--- src/rtl/wb_cmd_pkg.sv ---
`default_nettype none
// +----------------------------------------------------------------------+
// | wb_cmd_pkg: opcodes, status bytes and FSM states for wb_cmd_initiator |
// | Revision: 1.0                                                        |
// +----------------------------------------------------------------------+
package wb_cmd_pkg;

  localparam logic [7:0] OP_WRITE   = 8'h57;
  localparam logic [7:0] OP_READ    = 8'h52;
  localparam logic [7:0] OP_NOP     = 8'h4E;

  localparam logic [7:0] ST_OK      = 8'h4B;
  localparam logic [7:0] ST_TIMEOUT = 8'h54;
  localparam logic [7:0] ST_BADOP   = 8'h3F;

  localparam logic [3:0] SEL_ALL    = 4'hF;

  typedef enum logic [2:0] {
    S_IDLE     = 3'd0,
    S_ADDR     = 3'd1,
    S_DATA     = 3'd2,
    S_BUS      = 3'd3,
    S_RSP_STAT = 3'd4,
    S_RSP_DATA = 3'd5
  } wb_cmd_state_t;

  // Opcodes that carry an address and end in a Wishbone cycle
  function automatic logic is_bus_op(input logic [7:0] op);
    return (op == OP_WRITE) || (op == OP_READ);
  endfunction

endpackage
`default_nettype wire

--- src/rtl/wb_rsp_serializer.sv ---
`default_nettype none
// +----------------------------------------------------------------------+
// | wb_rsp_serializer: emits a status byte plus optional 32-bit word MSB  |
// | first on a valid/ready byte stream. Revision: 1.0                    |
// +----------------------------------------------------------------------+
module wb_rsp_serializer (
  input  logic        clk,
  input  logic        rst_n,
  input  logic        i_load,
  input  logic [7:0]  i_status,
  input  logic [31:0] i_word,
  input  logic        i_has_word,
  output logic [7:0]  o_rsp_data,
  output logic        o_rsp_valid,
  input  logic        i_rsp_ready,
  output logic        o_done
);

  logic [39:0] r_buf;
  logic [2:0]  r_left;
  logic        w_fire;

  assign o_rsp_valid = (r_left != 3'd0);
  assign o_rsp_data  = r_buf[39:32];
  assign w_fire      = o_rsp_valid && i_rsp_ready;
  assign o_done      = w_fire && (r_left == 3'd1);

  // Shifting in zeros keeps rsp_data at 0 once the stream drains
  always_ff @(posedge clk or negedge rst_n) begin
    if (!rst_n) begin
      r_buf  <= 40'h0;
      r_left <= 3'd0;
    end else if (i_load) begin
      r_buf  <= {i_status, (i_has_word ? i_word : 32'h0)};
      r_left <= i_has_word ? 3'd5 : 3'd1;
    end else if (w_fire) begin
      r_buf  <= {r_buf[31:0], 8'h00};
      r_left <= r_left - 3'd1;
    end
  end

endmodule
`default_nettype wire

--- src/rtl/wb_cmd_initiator.sv ---
`default_nettype none
// +----------------------------------------------------------------------+
// | wb_cmd_initiator: byte-stream command parser driving single Wishbone  |
// | classic cycles as bus initiator. Revision: 1.0                       |
// +----------------------------------------------------------------------+
module wb_cmd_initiator
  import wb_cmd_pkg::*;
#(
  parameter int unsigned TIMEOUT_CYCLES = 255
) (
  input  logic        wb_clk_i,
  input  logic        rst_n,
  input  logic [7:0]  cmd_data,
  input  logic        cmd_valid,
  output logic        cmd_ready,
  output logic [7:0]  rsp_data,
  output logic        rsp_valid,
  input  logic        rsp_ready,
  output logic        wbm_cyc_o,
  output logic        wbm_stb_o,
  output logic        wbm_we_o,
  output logic [3:0]  wbm_sel_o,
  output logic [31:0] wbm_adr_o,
  output logic [31:0] wbm_dat_o,
  input  logic [31:0] wbm_dat_i,
  input  logic        wbm_ack_i,
  output logic        busy
);

  localparam logic [15:0] c_TMO_LAST = 16'(TIMEOUT_CYCLES - 1);

  wb_cmd_state_t r_state;
  wb_cmd_state_t w_next_state;

  logic [1:0]  r_byte_cnt;
  logic        r_is_write;
  logic [31:0] r_adr;
  logic [23:0] r_dat;
  logic [15:0] r_tmo_cnt;

  logic        w_cmd_fire;
  logic        w_last_byte;
  logic        w_tmo_hit;
  logic        w_bus_done;
  logic        w_rsp_fire;
  logic        w_rsp_done;

  logic        w_ld;
  logic [7:0]  w_ld_status;
  logic [31:0] w_ld_word;
  logic        w_ld_has_word;

  assign cmd_ready   = (r_state == S_IDLE) || (r_state == S_ADDR) || (r_state == S_DATA);
  assign busy        = (r_state != S_IDLE);
  assign w_cmd_fire  = cmd_valid && cmd_ready;
  assign w_last_byte = w_cmd_fire && (r_byte_cnt == 2'd3);
  assign w_tmo_hit   = (r_tmo_cnt == c_TMO_LAST);
  // Ack takes priority; a timeout only matters when no ack arrives
  assign w_bus_done  = (r_state == S_BUS) && (wbm_ack_i || w_tmo_hit);
  assign w_rsp_fire  = rsp_valid && rsp_ready;

  always_ff @(posedge wb_clk_i or negedge rst_n) begin
    if (!rst_n) begin
      r_state <= S_IDLE;
    end else begin
      r_state <= w_next_state;
    end
  end

  always_comb begin
    w_next_state = r_state;
    case (r_state)
      S_IDLE:     if (w_cmd_fire) w_next_state = is_bus_op(cmd_data) ? S_ADDR : S_RSP_STAT;
      S_ADDR:     if (w_last_byte) w_next_state = r_is_write ? S_DATA : S_BUS;
      S_DATA:     if (w_last_byte) w_next_state = S_BUS;
      S_BUS:      if (w_bus_done) w_next_state = S_RSP_STAT;
      S_RSP_STAT: begin
        if (w_rsp_done)      w_next_state = S_IDLE;
        else if (w_rsp_fire) w_next_state = S_RSP_DATA;
      end
      S_RSP_DATA: if (w_rsp_done) w_next_state = S_IDLE;
      default:    w_next_state = S_IDLE;
    endcase
  end

  always_comb begin
    w_ld          = 1'b0;
    w_ld_status   = ST_OK;
    w_ld_word     = 32'h0;
    w_ld_has_word = 1'b0;
    case (r_state)
      S_IDLE: begin
        if (w_cmd_fire && !is_bus_op(cmd_data)) begin
          w_ld        = 1'b1;
          w_ld_status = (cmd_data == OP_NOP) ? ST_OK : ST_BADOP;
        end
      end
      S_BUS: begin
        if (wbm_ack_i) begin
          w_ld          = 1'b1;
          w_ld_word     = wbm_dat_i;
          w_ld_has_word = !r_is_write;
        end else if (w_tmo_hit) begin
          w_ld        = 1'b1;
          w_ld_status = ST_TIMEOUT;
        end
      end
      default: ;
    endcase
  end

  always_ff @(posedge wb_clk_i or negedge rst_n) begin
    if (!rst_n) begin
      r_byte_cnt <= 2'd0;
      r_is_write <= 1'b0;
      r_adr      <= 32'h0;
      r_dat      <= 24'h0;
      r_tmo_cnt  <= 16'h0;
      wbm_cyc_o  <= 1'b0;
      wbm_stb_o  <= 1'b0;
      wbm_we_o   <= 1'b0;
      wbm_sel_o  <= 4'h0;
      wbm_adr_o  <= 32'h0;
      wbm_dat_o  <= 32'h0;
    end else begin
      case (r_state)
        S_IDLE: begin
          if (w_cmd_fire) begin
            r_is_write <= (cmd_data == OP_WRITE);
            r_byte_cnt <= 2'd0;
          end
        end
        S_ADDR: begin
          if (w_cmd_fire) begin
            r_adr      <= {r_adr[23:0], cmd_data};
            r_byte_cnt <= r_byte_cnt + 2'd1;
            if (w_last_byte && !r_is_write) begin
              wbm_cyc_o <= 1'b1;
              wbm_stb_o <= 1'b1;
              wbm_we_o  <= 1'b0;
              wbm_sel_o <= SEL_ALL;
              wbm_adr_o <= {r_adr[23:0], cmd_data};
              r_tmo_cnt <= 16'h0;
            end
          end
        end
        S_DATA: begin
          if (w_cmd_fire) begin
            r_dat      <= {r_dat[15:0], cmd_data};
            r_byte_cnt <= r_byte_cnt + 2'd1;
            if (w_last_byte) begin
              wbm_cyc_o <= 1'b1;
              wbm_stb_o <= 1'b1;
              wbm_we_o  <= 1'b1;
              wbm_sel_o <= SEL_ALL;
              wbm_adr_o <= r_adr;
              wbm_dat_o <= {r_dat, cmd_data};
              r_tmo_cnt <= 16'h0;
            end
          end
        end
        S_BUS: begin
          if (w_bus_done) begin
            wbm_cyc_o <= 1'b0;
            wbm_stb_o <= 1'b0;
            wbm_we_o  <= 1'b0;
            wbm_sel_o <= 4'h0;
          end else begin
            r_tmo_cnt <= r_tmo_cnt + 16'h1;
          end
        end
        default: ;
      endcase
    end
  end

  wb_rsp_serializer u_rsp (
    .clk         (wb_clk_i),
    .rst_n       (rst_n),
    .i_load      (w_ld),
    .i_status    (w_ld_status),
    .i_word      (w_ld_word),
    .i_has_word  (w_ld_has_word),
    .o_rsp_data  (rsp_data),
    .o_rsp_valid (rsp_valid),
    .i_rsp_ready (rsp_ready),
    .o_done      (w_rsp_done)
  );

endmodule
`default_nettype wire

--- config.mk ---
export PLATFORM = sky130hd
export DESIGN_NAME = wb_cmd_initiator
export DESIGN_NICKNAME = d
export VERILOG_FILES = /design/src/rtl/wb_cmd_pkg.sv /design/src/rtl/wb_rsp_serializer.sv /design/src/rtl/wb_cmd_initiator.sv
export SDC_FILE = /design/constraint.sdc
export NUM_CORES = 1
export LEC_CHECK = 0
export ABC_CLOCK_PERIOD_IN_PS = 6190
export BUFFER_PORTS_ARGS = -buffer_cell sky130_fd_sc_hd__buf_2
export CORE_MARGIN = 5
export CORE_UTILIZATION = 53
export CTS_CLUSTER_DIAMETER = 100
export DETAILED_ROUTE_END_ITERATION = 7
export GPL_TIMING_DRIVEN = 1
export PLACE_DENSITY = 0.75
export SLEW_MARGIN = 20
export SYNTH_ARGS = -nofsm -noshare
export SYNTH_HDL_FRONTEND = slang
export SYNTH_HIERARCHICAL = 1
export SYNTH_SLANG_ARGS = --single-unit
--- constraint.sdc ---
create_clock -name wb_clk_i -period 6.19 [get_ports wb_clk_i]
set_input_delay 0.3095 -clock wb_clk_i [delete_from_list [all_inputs] [get_ports wb_clk_i]]
set_output_delay 0.3095 -clock wb_clk_i [all_outputs]
set_load 0.05 [all_outputs]
======== Yosys cells after proc, flatten, opt, wreduce, memory -nomap -nowiden ========
Index checks and enable logic that the tools add are counted.
word-level totals
  input bits .............................. 45
  word-level logic and storage cells ...... 126
  output and inout bits ................... 82
  register bits ........................... 191
cells by class
  equality and inequality tests ........... 22
  reductions and logical operators ........ 30
  multiplexer cells ....................... 58
  $add $sub $neg .......................... 3
operator list
  operator                                              count
  2-to-1 mux 32 bit                                     7
  2-to-1 mux 16 bit                                     5
  2-to-1 mux 40 bit                                     2
  one-hot mux 32 bit (2 select lines)                   1
  one-hot mux 16 bit (3 select lines)                   1
  2-to-1 mux 3 bit                                      11
  equality test 8 x 7 -> 1 bit, second input constant   3
  2-to-1 mux 4 bit                                      5
  one-hot mux 3 bit (6 select lines)                    1
  AND reduction 6 bit                                   3
  adder 16 x 1 -> 16 bit, second input constant         1
  equality test 16 x 8 -> 1 bit, second input constant  1
  2-to-1 mux 7 bit                                      2
  != test 2 bit, second input constant                  7
  one-hot mux 7 bit (2 select lines)                    1
  2-to-1 mux 1 bit                                      13
  one-hot mux 4 bit (3 select lines)                    1
  2-to-1 mux 5 bit                                      2
  nonzero test 3 bit                                    3
  logical AND 1 bit                                     7
  equality test 3 x 1 -> 1 bit, second input constant   2
  equality test 3 x 2 -> 1 bit, second input constant   2
  equality test 3 bit, second input constant            2
  != test 2 x 1 -> 1 bit, second input constant         3
  other kinds (16)                                      27

======== Logic depth before layout (Yosys ltp) ========
Gate-level depths: netlist of run 1.
  word-level depth ........................ 9
  mapped depth ............................ 12
  mapped depth without buffers ............ 10

======== Hierarchy ========
The synthesis of run 1 kept the hierarchy.
modules (own cells, without submodules)
  module             area each (µm²)  seq. area each (µm²)  cells an instance  instances
  wb_cmd_initiator   6502.5           3603.5                555                1
  wb_rsp_serializer  2199.6           1076.0                186                1

======== Worst setup path after synthesis of run 1 ========
Ideal clock, no wire load.
  path type ............................... register -> register
  from .................................... register r_tmo_cnt[12]
  to ...................................... register u_rsp.r_buf[22]
  period minus slack after synthesis ...... 2170 ps
  path slack .............................. 4020 ps
  path buffers ............................ 2
  setup time .............................. 125 ps
  arrival ................................. 2045 ps
  cell stages (with the launch flop) ...... 11
  data required time ...................... 6065 ps
  path through ............................ dfrtp_1 > nor4_1 > nand2_1 > nor2_1 > o21ai_0 > o21ai_0 > buf_4 > inv_2 > clkbuf_1 > a22o_1 > mux2_4
on the way
  longest elaborated chain between the ends .. 5
  elaborated cells between the ends (all ways) .. 6
  those cells by class .................... 1 x eq/ne; 4 x mux; 1 x reduce/logical
RTL lines
  what                                                            RTL line                 text
  start, declared                                                 wb_cmd_initiator.sv:39   logic [15:0] r_tmo_cnt;
  start signal, assigned                                          wb_cmd_initiator.sv:169  r_tmo_cnt <= r_tmo_cnt + 16'h1;
  equality test 16 x 8 -> 1 bit (*)                               wb_cmd_initiator.sv:57   assign w_tmo_hit = (r_tmo_cnt == c_TMO_LAST);
  2-to-1 mux 1 bit (*)                                            wb_cmd_initiator.sv:103  end else if (w_tmo_hit) begin
  2-to-1 mux 1 bit (*)                                            wb_cmd_initiator.sv:99   if (wbm_ack_i) begin
  one-hot mux 1 bit (2 select lines) (*)                          wb_cmd_initiator.sv:91   case (r_state)
  net w_ld                                                        wb_cmd_initiator.sv:48   logic w_ld;
  2-to-1 mux 40 bit / nonzero test 2 bit (equally long branches)  --
  end signal, assigned                                            wb_rsp_serializer.sv:34  r_buf <= {i_status, (i_has_word ? i_word : 32'h0)};
  end signal, assigned                                            wb_rsp_serializer.sv:37  r_buf <= {r_buf[31:0], 8'h00};
  end, declared                                                   wb_rsp_serializer.sv:19  logic [39:0] r_buf;
Mark *: on every way through the listed nets, which the timed path passes. The rest lies on a longest branch.
A chain may end at the register's enable or synchronous reset.

======== Worst setup path after layout of run 1 ========
  from .................................... register r_state[1]
  to ...................................... register u_rsp.r_buf[9]
on the way
  longest elaborated chain between the ends .. 8
  elaborated cells between the ends (all ways) .. 15
  those cells by class .................... 3 x eq/ne; 6 x mux; 6 x reduce/logical
RTL lines
  what                                                                    RTL line                                        text
  start, declared                                                         wb_cmd_initiator.sv:32                          wb_cmd_state_t r_state;
  start signal, assigned                                                  wb_cmd_initiator.sv:66                          r_state <= w_next_state;
  equality test 3 x 1 -> 1 bit / zero test 3 bit (equally long branches)  wb_cmd_initiator.sv:53, wb_cmd_initiator.sv:91
  logical OR 1 bit (2 in series)                                          wb_cmd_initiator.sv:53                          assign cmd_ready = (r_state == S_IDLE) || (r_state == S_ADDR) || (r_state == S_DATA);
  logical AND 1 bit                                                       wb_cmd_initiator.sv:55                          assign w_cmd_fire = cmd_valid && cmd_ready;
  logical AND 1 bit                                                       wb_cmd_initiator.sv:93                          if (w_cmd_fire && !is_bus_op(cmd_data)) begin
  2-to-1 mux 1 bit                                                        wb_cmd_initiator.sv:93
  one-hot mux 1 bit (2 select lines) (*)                                  wb_cmd_initiator.sv:91
  net w_ld                                                                wb_cmd_initiator.sv:48
  2-to-1 mux 40 bit / nonzero test 2 bit (equally long branches)          --
Marked as above.

==> results.py, run 1 <==
metrics = {
    "finish": {
        "diodes": 0,
        "area_delta_synth_final_pct": 13.7,
        "final_cell_area_mm2": 0.00990,
        "layout.nets": 877,
        "drive_above_1_share": 0.329,
    },
    "clocking": {
        "cts-root-buf": "clkbuf_16",
        "max-clock-path-buffers": 2,
        "cts_buffers": 17,
        "htree_levels": 4,
        "clk_latency_ns": 0.44,
        "cts_tree": "built",
        "clk_pin_slew_ns": 0.07,
        "cts.sinks": 187,
    },
    "route": {
        "drt-initial-drc-count": 492,
        "vias": 6099,
        "drc": 0,
        "finalWirelength_um": 18600,
        "wl_per_cell_um": 17.6,
        "antenna_left": 0,
        "viasPerCell": 5.78,
        "dr.pass1.iters": 5,
    },
    "worst_setup_path": {
        "cp.arrival_ns": 4.00,
        "cp.required_ns": 6.56,
        "endpoint_kind": "flip-flop",
        "rr_startpoint": "r_state[1]",
        "crit_chain": "and3b_1 > o21ai_0 > o21ai_4 > and2_1 > a22o_1 > mux2_2",
        "cp_top_family": "simple AND/OR/NAND/NOR gates",
        "rrSetupSlack_ns": 2.56,
        "cpMaxStageDelayCell": "and3b_1",
        "path_class": "flip-flop to flip-flop",
        "reg2reg_to": "u_rsp/r_buf[9]",
        "critical_path_buf_inv_count": 0,
        "rr_worst_depth": 6,
        "cp-start-kind": "flip-flop",
        "slowest_delay_ns": 0.92,
        "cp_max_fo": 36,
    },
    "sta": {
        "layout_min_cycle_time_ns": 3.63,
        "fin_skew_ns": 0.0202,
        "timing.hold.ws_ns": 0.175,
        "setup_tns_ns": 0,
        "finalMaxSlewViolations": 0,
        "hold_viol": 0,
        "rsz0062_at_grt": "false",
        "finalCritPeriodShare": 0.587,
        "worst_pin_slew_ns": 1.04,
        "relSlewSlack": 0.309,
        "finalSetupViolCount": 0,
        "fmax_ghz": 0.275,
    },
    "hold_path": {
        "min_path_type": "input pin to flip-flop",
        "hold_path_end": "wbm_dat_o[5]",
        "hp-start": "cmd_data[5]",
        "hold_depth": 2,
    },
    "power": {
        "p_int_mw": 2.82,
        "comb_power_share": 0.389,
        "p_sw_mw": 2.10,
        "seqPwrFrac": 0.389,
        "clock_power_share": 0.222,
        "leakagePower_nw": 4.75,
        "ir_worst_vdd_uv": 331,
        "switching_share": 0.428,
        "cellPowerDensity_mw_per_mm2": 497,
    },
    "die": {
        "fp.coreArea_mm2": 0.0160,
        "dieArea_mm2": 0.0191,
        "fp.dieH_um": 138,
        "die_x_um": 138,
        "initial_core_util": 0.544,
        "core.rowCount": 46,
        "io_pins": 127,
    },
    "global_route": {
        "grt_use_total": 0.197,
        "grt-ovfl-total": 0,
        "grt_pass1_vias": 6156,
        "antenna_found_initial": 0,
        "grt_max_degree": 99,
        "grt_pass1_wl_um": 31100,
    },
    "place": {
        "port_buffers": 126,
        "place_congestion": 0.873,
        "dpl.hpwl_um": 12700,
        "place_area_mm2": 0.00927,
    },
    "logic_synthesis": {
        "netlist-cell-type-count": 62,
        "syn-instance-count": 741,
        "ys_ff_latch": 187,
        "syn_nets": 792,
        "ys_warn_count": 6,
        "yosys-top-cells-area": "dfrtp_1 (54%), mux2_2 (12%), o21ai_0 (4.1%)",
        "synth_area_mm2": 0.00870,
        "yosysMostFrequentCell": "dfrtp_1",
        "synth-seq-area-share": 0.538,
        "synth_top_area_cell": "dfrtp_1",
        "synth_common_cells": "dfrtp_1 (187), mux2_2 (90), o21ai_0 (71), nand2_1 (59), and3_1 (34)",
        "synth-main-ff-cell": "dfrtp_1",
        "synthArstFlopShare": 1.00,
        "yosys.area.top_type_share": 0.538,
        "synth_edf_count": 0,
        "syn_avg_cell_area_um2": 11.7,
    },
    "job": {
        "drv_cap": 0,
    },
    "status": {
        "status": "complete, no violations",
    },
}
[kinds of logic after synthesis]
| group | share of synthesized area |
|---|---|
| adder cells (fa/ha/maj) | 0.00863 |
| multiplexers | 0.178 |
| AO/OA/AOI/OAI | 0.123 |
| AND/OR/NAND/NOR | 0.102 |
| XOR/XNOR | 0.00201 |
| flip-flops | 0.538 |
| buffers and inverters | 0.0485 |
| other | 0.000431 |
[power by group through the flow]
| stage | logic (mW) | registers (mW) | clock network, mW |
|---|---|---|---|
| 5_1_grt | 2.05 | 1.98 | 1.17 |
| 3_5_place_dp | 1.93 | 1.93 | 0 |
| 2_1_floorplan | 1.12 | 2.33 | 0 |
| 4_1_cts | 1.93 | 1.92 | 1.11 |
| 6_report | 1.92 | 1.91 | 1.09 |
| 3_3_place_gp | 1.87 | 1.91 | 0 |
[routing by layer]
metal  track usage  vias up  routed length, um
met5             0        -                  0
met2         0.328      169               9480
met1         0.254     3078               7770
met4        0.0520        0                213
li1              -     2834                  -
met3        0.0572       18               1140
[registers in the layout (all words and copies together) (netlist names)]
| name | count |
|---|---|
| r_adr | 32 |
| r_byte_cnt | 2 |
| r_dat | 24 |
| r_is_write | 1 |
| r_state | 3 |
| r_tmo_cnt | 16 |
| u_rsp/r_buf | 40 |
| u_rsp/r_left | 3 |
| wbm_adr_o | 32 |
| wbm_dat_o | 32 |
| wbm_sel_o | 1 |
| wbm_we_o | 1 |
[metrics by stage]
step / cells / utilization / total power, mW / worst slack [ns]
4_1_cts: 1055 / 0.618 / 4.96 / 2.54
6_report: 1055 / 0.618 / 4.92 / 2.56
3_3_place_gp: 1022 / 0.580 / 3.78 / 2.78
5_1_grt: 1055 / 0.618 / 5.20 / 2.33
2_1_floorplan: 741 / - / 3.45 / 4.02
3_5_place_dp: 1022 / 0.580 / 3.86 / 2.59
[worst max path at each step]
stage                        from              end  slack, ns  cells past startpoint
floorplan           r_tmo_cnt[12]  u_rsp/r_buf[22]       4.02                     10
global placement       r_state[2]  u_rsp/r_buf[22]       2.78                      6
detailed placement     r_state[2]   u_rsp/r_buf[9]       2.59                      6
CTS                    r_state[1]   u_rsp/r_buf[9]       2.54                      6
global route           r_state[1]  u_rsp/r_buf[15]       2.33                      6
finish                 r_state[1]   u_rsp/r_buf[9]       2.56                      6
[layout make-up]
type	instances	area [um2]
Fill cell	1307	6100
Sequential cell	187	4680
Tap cell	216	270
Timing Repair Buffer	131	681
Clock buffer	18	439
Clock inverter	14	160
Multi-Input combinational cell	480	3630
Inverter	9	36.3
[repair_timing]
item | in CTS | in global routing
endpoints found under the hold margin | 1 | 0
resized for setup | 0 | 0
hold buffers | 1 | 0
buffers inserted | 0 | 0
[placed cells by master, fill, tap and decap left out, types with 12 or more instances in the layout]
master	count
a22o_1	24
nand2_1	58
a21oi_1	16
and3_1	34
a31oi_1	16
o21ai_0	70
or3_1	14
clkbuf_16	17
nor2_1	13
mux2_2	90
dfrtp_1	187
nand3_1	12
mux2i_1	33
buf_2	125
mux2_4	12
(Power assumes the default switching activity.)
==> run 2, diff against run 1 <==
Settings changed: ABC_CLOCK_PERIOD_IN_PS 6190 to 3100, CORE_UTILIZATION 53 to 52, PLACE_DENSITY 0.75 to 0.77.
Clock period 6.19 ns to 3.1 ns, I/O delays scaled along.
==> run 2 against run 1 <==
  * Sequential power is 99% higher
  * Clock skew down 0.0072 ns
  * Global-route usage decreased by 0.40 points
  * Utilization down 1.3 points
  * Total power increased by 100%
  * Die area is 1.8% higher
  * Worst hold slack got worse by 0.14 ns
  * Sequential cell count unchanged
==> results.py, run 2 (synthesis results as in run 1) <==
metrics = {
    "sta": {
        "layout_min_cycle_time_ns": 2.54,
        "relSlewSlack": 0.486,
        "finalCritPeriodShare": 0.820,
        "rsz0062_at_grt": "false",
        "hold_viol": 0,
        "fmax_ghz": 0.393,
        "finalSetupViolCount": 0,
        "finalMaxSlewViolations": 0,
        "worst_pin_slew_ns": 0.771,
        "fin_skew_ns": 0.0130,
        "setup_tns_ns": 0,
    },
    "global_route": {
        "met1_usage": 0.260,
        "grt_pass1_wl_um": 30900,
        "antenna_found_initial": 0,
        "grt_max_degree": 96,
        "gr-usage-met2": 0.317,
        "grt-ovfl-total": 0,
        "grt_busiest_layer": "met2",
        "met3_usage": 0.0456,
        "grt_use_total": 0.193,
        "grt_pass1_vias": 6111,
    },
    "worst_setup_path": {
        "cpMaxStageDelayCell": "dfrtp_1",
        "path_class": "flip-flop to flip-flop",
        "critical_path_buf_inv_count": 2,
        "cp_top_family": "compound AO/OA/AOI/OAI gates",
        "endpoint_kind": "flip-flop",
        "cp_max_fo": 33,
        "cp-start-kind": "flip-flop",
        "crit_chain": "and3b_1 > buf_4 > o21ai_0 > o21ai_2 > inv_2 > a22o_1 > mux2_4",
        "cp.required_ns": 3.41,
        "cp.arrival_ns": 2.85,
        "slowest_delay_ns": 0.57,
    },
    "job": {
        "drv_cap": 0,
    },
    "route": {
        "vias": 6021,
        "drc": 0,
        "viasPerCell": 5.63,
        "finalWirelength_um": 18300,
        "antenna_left": 0,
        "wl_per_cell_um": 17.1,
        "dr.pass1.iters": 4,
        "drt-initial-drc-count": 337,
    },
    "clocking": {
        "cts.sinks": 187,
        "cts_tree": "built",
        "cts-root-buf": "clkbuf_16",
        "clk_latency_ns": 0.43,
        "cts_buffers": 17,
        "max-clock-path-buffers": 2,
        "clk_pin_slew_ns": 0.08,
        "htree_levels": 4,
    },
    "finish": {
        "nFillCells": 1354,
        "largest_reg_flops": 40,
        "drive_above_1_share": 0.336,
        "diodes": 0,
        "final_cell_mix": "dfrtp_1 (187), buf_2 (125), mux2_2 (90)",
        "final_util": 0.605,
        "layout.nets": 888,
        "area_delta_synth_final_pct": 15.0,
        "final_common_cell": "dfrtp_1",
        "top_register": "u_rsp/r_buf",
    },
    "die": {
        "io_pins": 127,
        "fp.coreArea_mm2": 0.0165,
        "die_x_um": 139,
        "initial_core_util": 0.527,
        "core.rowCount": 47,
        "dieArea_mm2": 0.0194,
        "fp.dieH_um": 139,
    },
    "place": {
        "port_buffers": 126,
        "dpl.hpwl_um": 12200,
        "place_congestion": 0.805,
    },
    "hold_path": {
        "min_path_type": "input pin to flip-flop",
    },
    "power": {
        "cellPowerDensity_mw_per_mm2": 988,
        "fin_total_pwr_mw": 9.88,
        "ir_worst_vdd_uv": 783,
        "leakagePower_nw": 4.82,
    },
    "status": {
        "status": "complete, no violations",
    },
}
## run 2: per-stage QoR
step                      cells  area (um2)  hold slack, ns  setup slack, ns
after floorplan             741        8700          -0.141            0.930
after global placement     1037        9380           0.288            0.696
after detailed placement   1037        9380           0.283            0.581
after CTS                  1070       10000          0.0211            0.543
after global routing       1070       10000          0.0372            0.381
final                      1070       10000          0.0376            0.558
## run 2: worst paths after layout
check | start | end | slack (ns) | cells after the start
setup reg to reg | r_state[2] | u_rsp/r_buf[12] | 0.56 | 7
setup / recovery | r_state[2] | u_rsp/r_buf[12] | 0.56 | 7
hold / removal | cmd_data[5] | r_dat[5] | 0.04 | 2
hold reg to reg | wbm_we_o | wbm_we_o | 0.47 | 1
min in group asynchronous | rst_n | u_rsp/r_buf[37] | 0.38 | 2
max in group asynchronous | rst_n | wbm_dat_o[23] | 1.92 | 3
## run 2: per-layer routing
layer	wire, um	share of wire
met1	8010	0.44
met4	180	0.0099
met2	8810	0.48
met3	1260	0.069
met5	0	0
## run 2: power breakdown
group          switching [mW]  internal (mW)  total, mW
sequential              0.584           3.23       3.81
clock                    1.05           1.17       2.22
combinational            2.58           1.27       3.85
## run 2: what timing repair did
| item | in CTS | in global routing |
|---|---|---|
| hold endpoints to repair | 92 | 0 |
| buffers inserted | 0 | 0 |
| hold buffers | 1 | 0 |
| resized for setup | 0 | 0 |
| endpoints found under the setup margin | 0 | 0 |
## run 2: final cells by class
| type | count | area, um2 | share of cell area |
|---|---|---|---|
| multi-input cells | 480 | 3620 | 0.362 |
| inverters | 9 | 36.3 | 0.00363 |
| flip-flops and latches | 187 | 4680 | 0.468 |
| clock buffers | 17 | 425 | 0.0425 |
| clock inverters | 15 | 193 | 0.0193 |
| repair buffers | 142 | 774 | 0.0774 |
| well taps | 220 | 275 | 0.0275 |
==> run 3, diff against run 2 <==
Settings changed: ABC_AREA set to 1, ABC_CLOCK_PERIOD_IN_PS 3100 to 2100, PLACE_DENSITY 0.77 to 0.76.
Clock period 3.1 ns to 2.1 ns, I/O delays scaled along.
==> run 3 against run 2 <==
  * Critical path type unchanged
  * Fmax increased by 29%
  * Sequential cell count is the same
  * Cell count increased by 42%
  * Clock skew is 0.0019 ns lower
  * Worst hold slack better by 0.023 ns
  * Critical path depth is 7 higher
  * Sequential share of layout area down 2.6 points
  * Highest routed layer unchanged
  * Via count is 27% higher
  * Register-to-register slack got worse by 0.43 ns
  * Die area grew 3.5%
  * First-iteration DRC count rose by 56%
  * Combinational power grew 38%
==> results.py, run 3 <==
metrics = {
    "die": {
        "fp.coreArea_mm2": 0.0172,
        "fp.dieH_um": 142,
        "core.rowCount": 48,
        "dieArea_mm2": 0.0201,
        "die_x_um": 142,
        "io_pins": 127,
        "initial_core_util": 0.525,
    },
    "logic_synthesis": {
        "synth_top_area_cell": "dfrtp_1",
        "syn_avg_cell_area_um2": 7.76,
        "syn_nets": 1214,
        "ys_ff_latch": 187,
        "yosys-top-cells-area": "dfrtp_1 (52%), nand2_1 (17%), o21ai_0 (7.9%)",
        "synth_common_cells": "nand2_1 (414), dfrtp_1 (187), o21ai_0 (142), inv_1 (101), nor2_1 (69)",
        "netlist-cell-type-count": 28,
        "ys_warn_count": 6,
        "synth-main-ff-cell": "dfrtp_1",
        "yosysMostFrequentCell": "nand2_1",
        "yosys.area.top_type_share": 0.518,
        "synth_edf_count": 0,
        "synth-seq-area-share": 0.518,
        "synth_area_mm2": 0.00903,
        "synthArstFlopShare": 1.00,
        "syn-instance-count": 1163,
    },
    "clocking": {
        "clk_latency_ns": 0.43,
        "cts.sinks": 187,
        "htree_levels": 4,
        "clk_pin_slew_ns": 0.07,
        "max-clock-path-buffers": 2,
        "cts_buffers": 17,
        "cts-root-buf": "clkbuf_16",
        "cts_tree": "built",
    },
    "worst_setup_path": {
        "cp.required_ns": 2.42,
        "cp_max_fo": 6,
        "cp-start-kind": "flip-flop",
        "path_class": "flip-flop to flip-flop",
        "endpoint_kind": "flip-flop",
        "rrSetupSlack_ns": 0.13,
        "cp.arrival_ns": 2.29,
        "rr_worst_depth": 14,
    },
    "status": {
        "status": "complete, no violations",
    },
    "power": {
        "leakagePower_nw": 5.59,
        "switching_share": 0.435,
        "clock_power_share": 0.239,
        "cellPowerDensity_mw_per_mm2": 1290,
        "p_int_mw": 7.74,
        "ir_worst_vdd_uv": 892,
        "seqPwrFrac": 0.374,
        "fin_total_pwr_mw": 13.7,
        "comb_power_share": 0.387,
        "p_sw_mw": 5.95,
    },
    "sta": {
        "fmax_ghz": 0.508,
        "layout_min_cycle_time_ns": 1.97,
        "finalCritPeriodShare": 0.937,
        "relSlewSlack": 0.654,
        "worst_pin_slew_ns": 0.519,
        "fin_skew_ns": 0.0111,
        "finalSetupViolCount": 0,
        "hold_viol": 0,
        "finalMaxSlewViolations": 0,
    },
    "finish": {
        "top_register": "u_rsp/r_buf",
        "area_delta_synth_final_pct": 17.4,
        "final_cell_mix": "nand2_1 (410), dfrtp_1 (186), o21ai_0 (141)",
        "largest_reg_flops": 40,
        "final_cell_area_mm2": 0.0106,
        "drive_above_1_share": 0.178,
        "final_common_cell": "nand2_1",
        "layout.nets": 1328,
        "nFillCells": 1545,
    },
    "global_route": {
        "grt_pass1_wl_um": 34000,
        "antenna_found_initial": 1,
        "grt-ovfl-total": 0,
        "grt_max_degree": 66,
        "grt_use_total": 0.206,
        "grt_pass1_vias": 7147,
    },
    "hold_path": {
        "min_path_type": "input pin to flip-flop",
        "hold_depth": 3,
    },
    "place": {
        "port_buffers": 126,
        "dpl.hpwl_um": 13900,
        "place_congestion": 0.856,
        "place_area_mm2": 0.00980,
    },
    "route": {
        "drt-initial-drc-count": 525,
        "wl_per_cell_um": 13.4,
        "finalWirelength_um": 20200,
        "vias": 7647,
        "viasPerCell": 5.05,
        "antenna_left": 0,
        "dr.pass1.iters": 5,
        "route.met3.wl_um": 1100,
        "highest_layer": "met4",
        "route.met2.wl_um": 9670,
        "drc": 0,
        "wl_met1_um": 9050,
    },
    "job": {
        "drv_cap": 0,
    },
}
==> run 3: cell count changes in the layout (fill, tap and decap cells not counted), sizes merged, moves of 56 or more <==
cell   delta
nand2   +368
o21ai   +121
nor2     +56
mux2    -104
inv      +97
nand3    +56
==> run 3: area by class of cell <==
cell class	instances	area (um2)	share of cell area
Antenna cell	1	2.50	0.000236
Clock buffer	17	425	0.0401
Clock inverter	14	181	0.0171
Inverter	109	419	0.0396
Multi-Input combinational cell	793	3540	0.334
Sequential cell	187	4680	0.442
Tap cell	225	282	0.0266
Timing Repair Buffer	169	1070	0.101
==> run 3: worst paths after layout <==
check,startpoint,endpoint
max,r_state[2],u_rsp/r_buf[21]
min in group asynchronous,rst_n,wbm_adr_o[25]
max reg2reg,r_state[2],u_rsp/r_buf[21]
min,cmd_data[0],r_adr[0]
max in group asynchronous,rst_n,r_dat[17]
min reg2reg,r_adr[31],r_adr[31]
==> run 3: kinds of logic after synthesis <==
logic type | Yosys count | synth area share
AO/OA/AOI/OAI | 198 | 0.111
adder cells (fa/ha/maj) | 6 | 0.00832
buffers and inverters | 183 | 0.0945
flip-flops | 187 | 0.518
other | 1 | 0.000415
AND/OR/NAND/NOR | 588 | 0.267
==> run 3: critical path, cell delays in order (launching register included) <==
cell	delay, ns
dfrtp_1	0.45
inv_2	0.10
nand2_1	0.08
inv_2	0.07
nand2_2	0.07
inv_2	0.07
nand2_1	0.11
o21ai_4	0.26
clkinv_4	0.15
clkbuf_2	0.16
buf_4	0.14
nand2_1	0.05
nand2_1	0.05
nand2_1	0.05
nand2_1	0.05
==> run 3: metal layers <==
layer / global-route usage / up-vias
met4: 0.0737 / 0
met3: 0.0428 / 34
met2: 0.333 / 193
met5: 0 / -
li1: - / 3880
met1: 0.278 / 3540
==> run 3: power groups by stage <==
stage | sequential [mW] | combinational (mW) | clock, mW
after global routing | 5.24 | 5.88 | 3.49
final | 5.12 | 5.30 | 3.27
after global placement | 5.14 | 5.11 | 0
after CTS | 5.12 | 5.28 | 3.34
after floorplan | 6.12 | 3.10 | 0
after detailed placement | 5.17 | 5.21 | 0
==> run 3: what timing repair did <==
item | CTS | global route
pin swaps | 0 | 1
hold buffers | 12 | 0
endpoints found under the hold margin | 77 | 0
gates cloned | 0 | 0
setup endpoints to repair | 35 | 23
resized for setup | 2 | 11
buffers inserted | 0 | 4
==> run 3: stage by stage <==
| step | util | setup WS [ns] | instances | hold slack, ns | setup TNS (ns) |
|---|---|---|---|---|---|
| after global routing | 0.617 | -0.0146 | 1515 | 0.0744 | -0.0146 |
| final | 0.617 | 0.133 | 1515 | 0.0607 | 0 |
| after CTS | 0.613 | 0.0856 | 1510 | 0.0360 | 0 |
| after global placement | 0.570 | 0.00467 | 1467 | 0.0837 | 0 |
| after floorplan | - | 0.128 | 1163 | -0.191 | 0 |
| after detailed placement | 0.570 | -0.0947 | 1467 | 0.0872 | -1.82 |
